==> config.mk <==
export PLATFORM = sky130hd
export DESIGN_NAME = mem_arbiter
export DESIGN_NICKNAME = d
export VERILOG_FILES = /design/src/rtl/mem_arbiter.sv
export SDC_FILE = /design/constraint.sdc
export NUM_CORES = 1
export LEC_CHECK = 0
export ABC_AREA = 1
export CAP_MARGIN = 5
export CORE_ASPECT_RATIO = 0.8
export CORE_MARGIN = 2
export CORE_UTILIZATION = 28
export DETAILED_ROUTE_END_ITERATION = 10
export HOLD_SLACK_MARGIN = 0.03
export PLACE_DENSITY = 0.86
export SETUP_SLACK_MARGIN = 0.15
export SLEW_MARGIN = 20
export SYNTH_ARGS = -nofsm -noshare
export SYNTH_HDL_FRONTEND = slang
export SYNTH_SLANG_ARGS = --single-unit
export TNS_END_PERCENT = 20
==> constraint.sdc <==
create_clock -name CLK -period 3 [get_ports CLK]
set_clock_uncertainty 0.2 [all_clocks]
set_input_delay 0.45 -clock CLK [delete_from_list [all_inputs] [get_ports CLK]]
set_output_delay 0.45 -clock CLK [all_outputs]
set_load 0.01 [all_outputs]
==> src/rtl/mem_arbiter.sv <==
// Purpose : shares one single-port synchronous 64 KiB byte RAM between the CPU (port A)
//           and a loader/DMA requester (port B); A has priority, B is forced through after
//           STARVE_LIMIT consecutive lost contested cycles.
// Latency : grant is combinational (0 cycles); read data + RVALID one cycle after grant.
// Backpr. : an ungranted request is not queued; the requester holds REQ/ADDR/WE/WDATA
//           until it sees GNT in the same cycle.
// Ports   : CLK/RST (sync, active-high); A_*/B_* requester ports (REQ, WE, ADDR, WDATA in;
//           GNT, RVALID, RDATA out); MEM_WE/MEM_ADDR/MEM_DIN to the RAM, MEM_DOUT from it.
// Config  : define MEM_ARB_RR_EN for strict round-robin on contested cycles (no starve counter).
module mem_arbiter #(
  parameter int unsigned STARVE_LIMIT = 4
) (
  input  logic        CLK,
  input  logic        RST,
  input  logic        A_REQ,
  input  logic        A_WE,
  input  logic [15:0] A_ADDR,
  input  logic [7:0]  A_WDATA,
  output logic        A_GNT,
  output logic        A_RVALID,
  output logic [7:0]  A_RDATA,
  input  logic        B_REQ,
  input  logic        B_WE,
  input  logic [15:0] B_ADDR,
  input  logic [7:0]  B_WDATA,
  output logic        B_GNT,
  output logic        B_RVALID,
  output logic [7:0]  B_RDATA,
  output logic        MEM_WE,
  output logic [15:0] MEM_ADDR,
  output logic [7:0]  MEM_DIN,
  input  logic [7:0]  MEM_DOUT
);

  typedef enum logic [1:0] {
    RD_NONE = 2'd0,
    RD_A    = 2'd1,
    RD_B    = 2'd2
  } rd_port_e;

  rd_port_e rd_port_q, rd_port_d;
  logic     a_gnt, b_gnt, contested, b_wins;

`ifdef MEM_ARB_RR_EN
  // 1 when the most recent grant went to B; reset to 1 so A wins the first contest.
  logic last_b_q, last_b_d;
`else
  localparam logic [3:0] LIMIT = 4'(STARVE_LIMIT);
  logic [3:0] starve_q, starve_d;
`endif

  // Arbitration: only contested cycles need a decision.
  always_comb begin
    contested = A_REQ & B_REQ;
`ifdef MEM_ARB_RR_EN
    b_wins = ~last_b_q;
`else
    b_wins = (starve_q == LIMIT);
`endif
    a_gnt = 1'b0;
    b_gnt = 1'b0;
    if (!RST) begin
      if (contested) begin
        a_gnt = ~b_wins;
        b_gnt = b_wins;
      end else begin
        a_gnt = A_REQ;
        b_gnt = B_REQ;
      end
    end
  end

  // RAM steering; idle bus is driven to zero so MEM_WE can never fire without a grant.
  always_comb begin
    MEM_WE   = 1'b0;
    MEM_ADDR = 16'h0000;
    MEM_DIN  = 8'h00;
    if (a_gnt) begin
      MEM_WE   = A_WE;
      MEM_ADDR = A_ADDR;
      MEM_DIN  = A_WDATA;
    end else if (b_gnt) begin
      MEM_WE   = B_WE;
      MEM_ADDR = B_ADDR;
      MEM_DIN  = B_WDATA;
    end
  end

  // Next-state: read owner tag, plus fairness state.
  always_comb begin
    rd_port_d = RD_NONE;
    if (a_gnt && !A_WE) begin
      rd_port_d = RD_A;
    end else if (b_gnt && !B_WE) begin
      rd_port_d = RD_B;
    end
`ifdef MEM_ARB_RR_EN
    last_b_d = last_b_q;
    if (b_gnt) begin
      last_b_d = 1'b1;
    end else if (a_gnt) begin
      last_b_d = 1'b0;
    end
`else
    // Counts only consecutive contested losses by B; saturates at the limit.
    starve_d = starve_q;
    if (b_gnt || !B_REQ) begin
      starve_d = 4'd0;
    end else if (contested && a_gnt && (starve_q != LIMIT)) begin
      starve_d = starve_q + 4'd1;
    end
`endif
  end

  always_ff @(posedge CLK) begin
    if (RST) begin
      rd_port_q <= RD_NONE;
`ifdef MEM_ARB_RR_EN
      last_b_q  <= 1'b1;
`else
      starve_q  <= 4'd0;
`endif
    end else begin
      rd_port_q <= rd_port_d;
`ifdef MEM_ARB_RR_EN
      last_b_q  <= last_b_d;
`else
      starve_q  <= starve_d;
`endif
    end
  end

  assign A_GNT    = a_gnt;
  assign B_GNT    = b_gnt;
  // A reset landing in the return cycle kills the pending read.
  assign A_RVALID = ~RST & (rd_port_q == RD_A);
  assign B_RVALID = ~RST & (rd_port_q == RD_B);
  assign A_RDATA  = MEM_DOUT;
  assign B_RDATA  = MEM_DOUT;

endmodule

# Word level (Yosys, flattened, before mapping)
# Cells that the tools add are included.
[word_totals]
n_memories = 0
latch_bits = 0
inputBits = 62
ff_bits = 6
out_inout_bits = 45
romBits = 0
mem_bits_rw = 0
word_cells = 35
[op_classes]
reduce_logical = 10
eq_ne = 4
mux = 12
div = 0
shifts = 0
multipliers = 0
n_lt_le_gt_ge = 0
bitwise_logic = 5
addsub = 1
[op_table]
columns = ["cell", "n"]
rows = [
  ["$mux 16", 2],
  ["$mux 8", 2],
  ["$mux 1", 7],
  ["$add 4x1->4 const B", 1],
  ["$eq 4x3->1 const B", 1],
  ["$logic_and 1x1->1", 4],
  ["$ne 4x3->1 const B", 1],
  ["$reduce_or 2->1", 2],
  ["$and 1x1->1", 3],
  ["$logic_not 1->1", 3],
  ["$eq 2x1->1 const B", 1],
  ["$eq 2x2->1 const B", 1],
  ["$mux 2", 1],
  ["$not 1->1", 2],
  ["$logic_or 1x1->1", 1],
]

# Longest topological paths before layout
[depth]
ltp_word = 6
depth_mapped = 7
mapped_depth_nobuf = 6

# Worst setup path before layout
# OpenSTA, ideal clock, no wires.
[synth_path]
path_type = "register to output"
start = "register starve_q[0]"
end = "output port MEM_ADDR[0]"
setup_slack_ns = 1.248
stages_incl_launch_ff = 8
arrival_ns = 1.102
required_ns = 2.350
n_path_buf = 1
path_cell_list = "dfxtp_1 > inv_1 > ha_1 > nand3_2 > nand2_4 > buf_6 > nand3_1 > nand2_1"
[synth_via]
elab_chain_cells = 5
elab_cells_between_ends = 8
[synth_lines]
columns = ["item", "line", "source"]
rows = [
  ["start: declaration", "49", "logic [3:0] starve_q, starve_d;"],
  ["start signal: assignment", "128", "starve_q <= starve_d;"],
  ["$eq 4x3->1 (*)", "58", "b_wins = (starve_q == LIMIT);"],
  ["$mux 1 or $not 1->1 (tied branches)", "63, 64", ""],
  ["$mux 1, on equally long branches", "62, 63", ""],
  ["$mux 16 or $mux 1 (tied branches)", "82, 62", ""],
  ["$mux 16 (*)", "78", "if (a_gnt) begin"],
  ["end: declaration", "30", "output logic [15:0] MEM_ADDR,"],
]
# Mark *: on every way between the ends. The rest lies on a longest branch, timed or not.

# Final worst setup path
[layout_path]
start = "register starve_q[0]"
end = "output port MEM_ADDR[3]"
# The elaborated chain is that of the path after synthesis.

==> impl_metrics.env <==
export IMPL_finalCriticalPeriod_ps=2680
export IMPL_ff2ff_path_depth=6
export IMPL_crit_path_max_incr_delay_ps=470
export IMPL_grt_pass1_wl_um=4390
export IMPL_wl_per_cell_um=12.3
export IMPL_drtPass1Iterations=4
export IMPL_postLayoutSetupSlackWorst_ps=318
export IMPL_postCtsSetupBuffers=0
export IMPL_hold_viol=0
export IMPL_wl_um=2990
export IMPL_cts_sinks=6
export IMPL_max_slew_margin_pct=71.7
export IMPL_netlist_area_um2=871
export IMPL_yosys_top_cells_area="nand3_1 29%, dfxtp_1 14%, buf_4 14%"
export IMPL_num_vias=1139
export IMPL_worstReg2RegEnd="rd_port_q[1]"
export IMPL_avgSynthCellArea_um2=6.22
export IMPL_start_util_pct=28.9
export IMPL_required_ps=2350
export IMPL_cp_max_fo=13
export IMPL_timing_fmax_mhz=373
export IMPL_ctsHoldBuffers=0
export IMPL_synth_seq_cells=6
export IMPL_setup_viol=0
export IMPL_peakVddDrop_mv=0.170
export IMPL_yosysWarnings=0
export IMPL_overflow=0
export IMPL_reg2reg_slack_ps=1500
export IMPL_slew_violations=0
export IMPL_synthCells=140
export IMPL_syn_num_nets=204
export IMPL_hp_class="reg -> reg"
export IMPL_cts_max_level=1
export IMPL_ant_nets=0
export IMPL_tightest_slew_ps=423
export IMPL_cts_tree="yes"
export IMPL_crit_chain="inv_1 > ha_1 > nand4_2 > nand3_1 > nand2_1 > clkdlybuf4s50_1"
export IMPL_synth_top_cell_area_share_pct=29.3
export IMPL_yosysSeqAreaShare_pct=13.8
export IMPL_critPathKind="reg -> out"
export IMPL_grt_max_degree=27
export IMPL_clock_latency_ps=220
export IMPL_worstSetupEndpointType="output pin"
export IMPL_die_area_um2=3570
export IMPL_power_density_nw_per_um2=238
export IMPL_place_congestion=0.751
export IMPL_drc_errors=0
export IMPL_grt_pass1_vias=1049
export IMPL_clk_path_buf_depth=2
export IMPL_hold_ws_ps=286
export IMPL_cp_start_kind="flop"
export IMPL_grtUsageTotal_pct=15.7
export IMPL_clock_root_buffer="clkbuf_8"
export IMPL_dp_hpwl_um=2110
export IMPL_viasPerCell=4.67
export IMPL_totalPowerFinal_uw=394
export IMPL_cts_buffers=3
export IMPL_outcome="complete, no violations"
export IMPL_period_share_pct=89.4
export IMPL_final_nets=270
export IMPL_preCtsSetupSlack_ps=241
export IMPL_rr_startpoint="starve_q[0]"
export IMPL_leakagePower_uw=0.000723
export IMPL_die_y_um=53.9
export IMPL_diodes=0
export IMPL_io_buffers=82
export IMPL_fp_dieW_um=66.4
export IMPL_setup_tns_ps=0
export IMPL_critPathSlowestCell="clkdlybuf4s50_1"
export IMPL_crit_path_end="MEM_ADDR[3]"
export IMPL_drtIter0Drc=19
export IMPL_syn_to_final_growth_pct=89.7
export IMPL_yosysTopAreaCell="nand3_1"
export IMPL_row_count=18
export IMPL_antenna_found_initial=0
export IMPL_startpoint="starve_q[0]"
export IMPL_core_area_um2=3020
export IMPL_clk_pin_slew_ps=30
export IMPL_maxCapViolations=0
export IMPL_cp_data_arrival_time_ps=2030
export IMPL_ioPinCount=107
export IMPL_ys_types=17
export IMPL_rsz0062_at_grt="no"
export IMPL_drive_above_1_share_pct=5.39
-- cells by family after synthesis --
logic type	count (synthesis)	share of synthesized area (%)
buffers and inverters	34	27.0
AND/OR/NAND/NOR	97	55.3
flip-flops	6	13.8
adder cells (fa/ha/maj)	2	2.87
XOR/XNOR	1	1.01
-- metrics by stage --
stage                     util [%]  std cells  instance area (µm²)
final                         54.7        244                 1650
after floorplan                  -        140                  871
after global routing          54.7        244                 1650
after detailed placement      52.5        240                 1580
after CTS                     53.9        243                 1630
after global placement        52.5        240                 1580
-- placed cells by master (no fill, tap or decap), types with 2 or more instances in the layout --
cell type / count
dlymetal6s2s_1: 2
inv_1: 10
dfxtp_1: 6
nor2_4: 2
ha_1: 2
nor2_1: 7
nand2_1: 31
buf_12: 2
clkdlybuf4s50_1: 80
nand3_1: 51
clkbuf_8: 3
-- where the power goes --
part | switching [µW] | internal, µW | leakage [µW] | total [µW]
clock network | 33.8 | 86.1 | 0.0000216 | 120
registers | 1.37 | 82.0 | 0.0000488 | 83.4
logic | 67.9 | 122 | 0.000653 | 190
-- Yosys cell counts --
cell type	count
nand3b_1	1
nor2_4	2
nand4_4	1
buf_2	2
nor3_1	1
buf_6	6
buf_4	16
ha_1	2
nand3_1	51
nand2_1	31
nand4_1	1
nand3_2	1
dfxtp_1	6
xnor2_1	1
nor2_1	7
inv_1	10
nand2_4	1
-- layout make-up --
cell class | instances | area, µm²
multi-input combinational | 101 | 537
tap | 40 | 50.0
clock buffer | 3 | 41.3
timing repair buffer | 84 | 866
fill | 305 | 1370
sequential | 6 | 120
inverter | 10 | 37.5
-- critical path, delay by kind of cell, from the launching register on --
family / cells / cell delay, ps
and+or+nand+nor: 3 / 660
DFF: 1 / 340
buffers and inverters: 2 / 540
adders and majority gates: 1 / 280
-- repair_timing --
| action | in CTS | in global routing |
|---|---|---|
| endpoints found under the hold margin | 0 | 0 |
| setup endpoints to repair | 0 | 6 |
| resized for setup | 0 | 3 |
-- flip-flops by register name, summed over array words and instances (netlist names) --
name       cells
starve_q       4
rd_port_q      2
-- worst min path at each step --
| stage | startpoint | to | cells past startpoint |
|---|---|---|---|
| 2_1_floorplan | starve_q[0] | starve_q[0] | 1 |
| 3_3_place_gp | starve_q[0] | starve_q[0] | 1 |
| 3_5_place_dp | starve_q[0] | starve_q[0] | 1 |
| 4_1_cts | starve_q[0] | starve_q[0] | 1 |
| 5_1_grt | starve_q[0] | starve_q[0] | 1 |
| 6_report | starve_q[0] | starve_q[0] | 1 |
-- metal layers --
metal  share of wire, %  global-route usage [%]  vias to the layer above
met3                9.4                    6.28                        0
met5                  0                       0                        -
met1                 43                    17.8                      504
met2                 47                    27.7                       55
li1                   -                       -                      580
met4                  0                    4.08                        0
(Power assumes the default switching activity.)
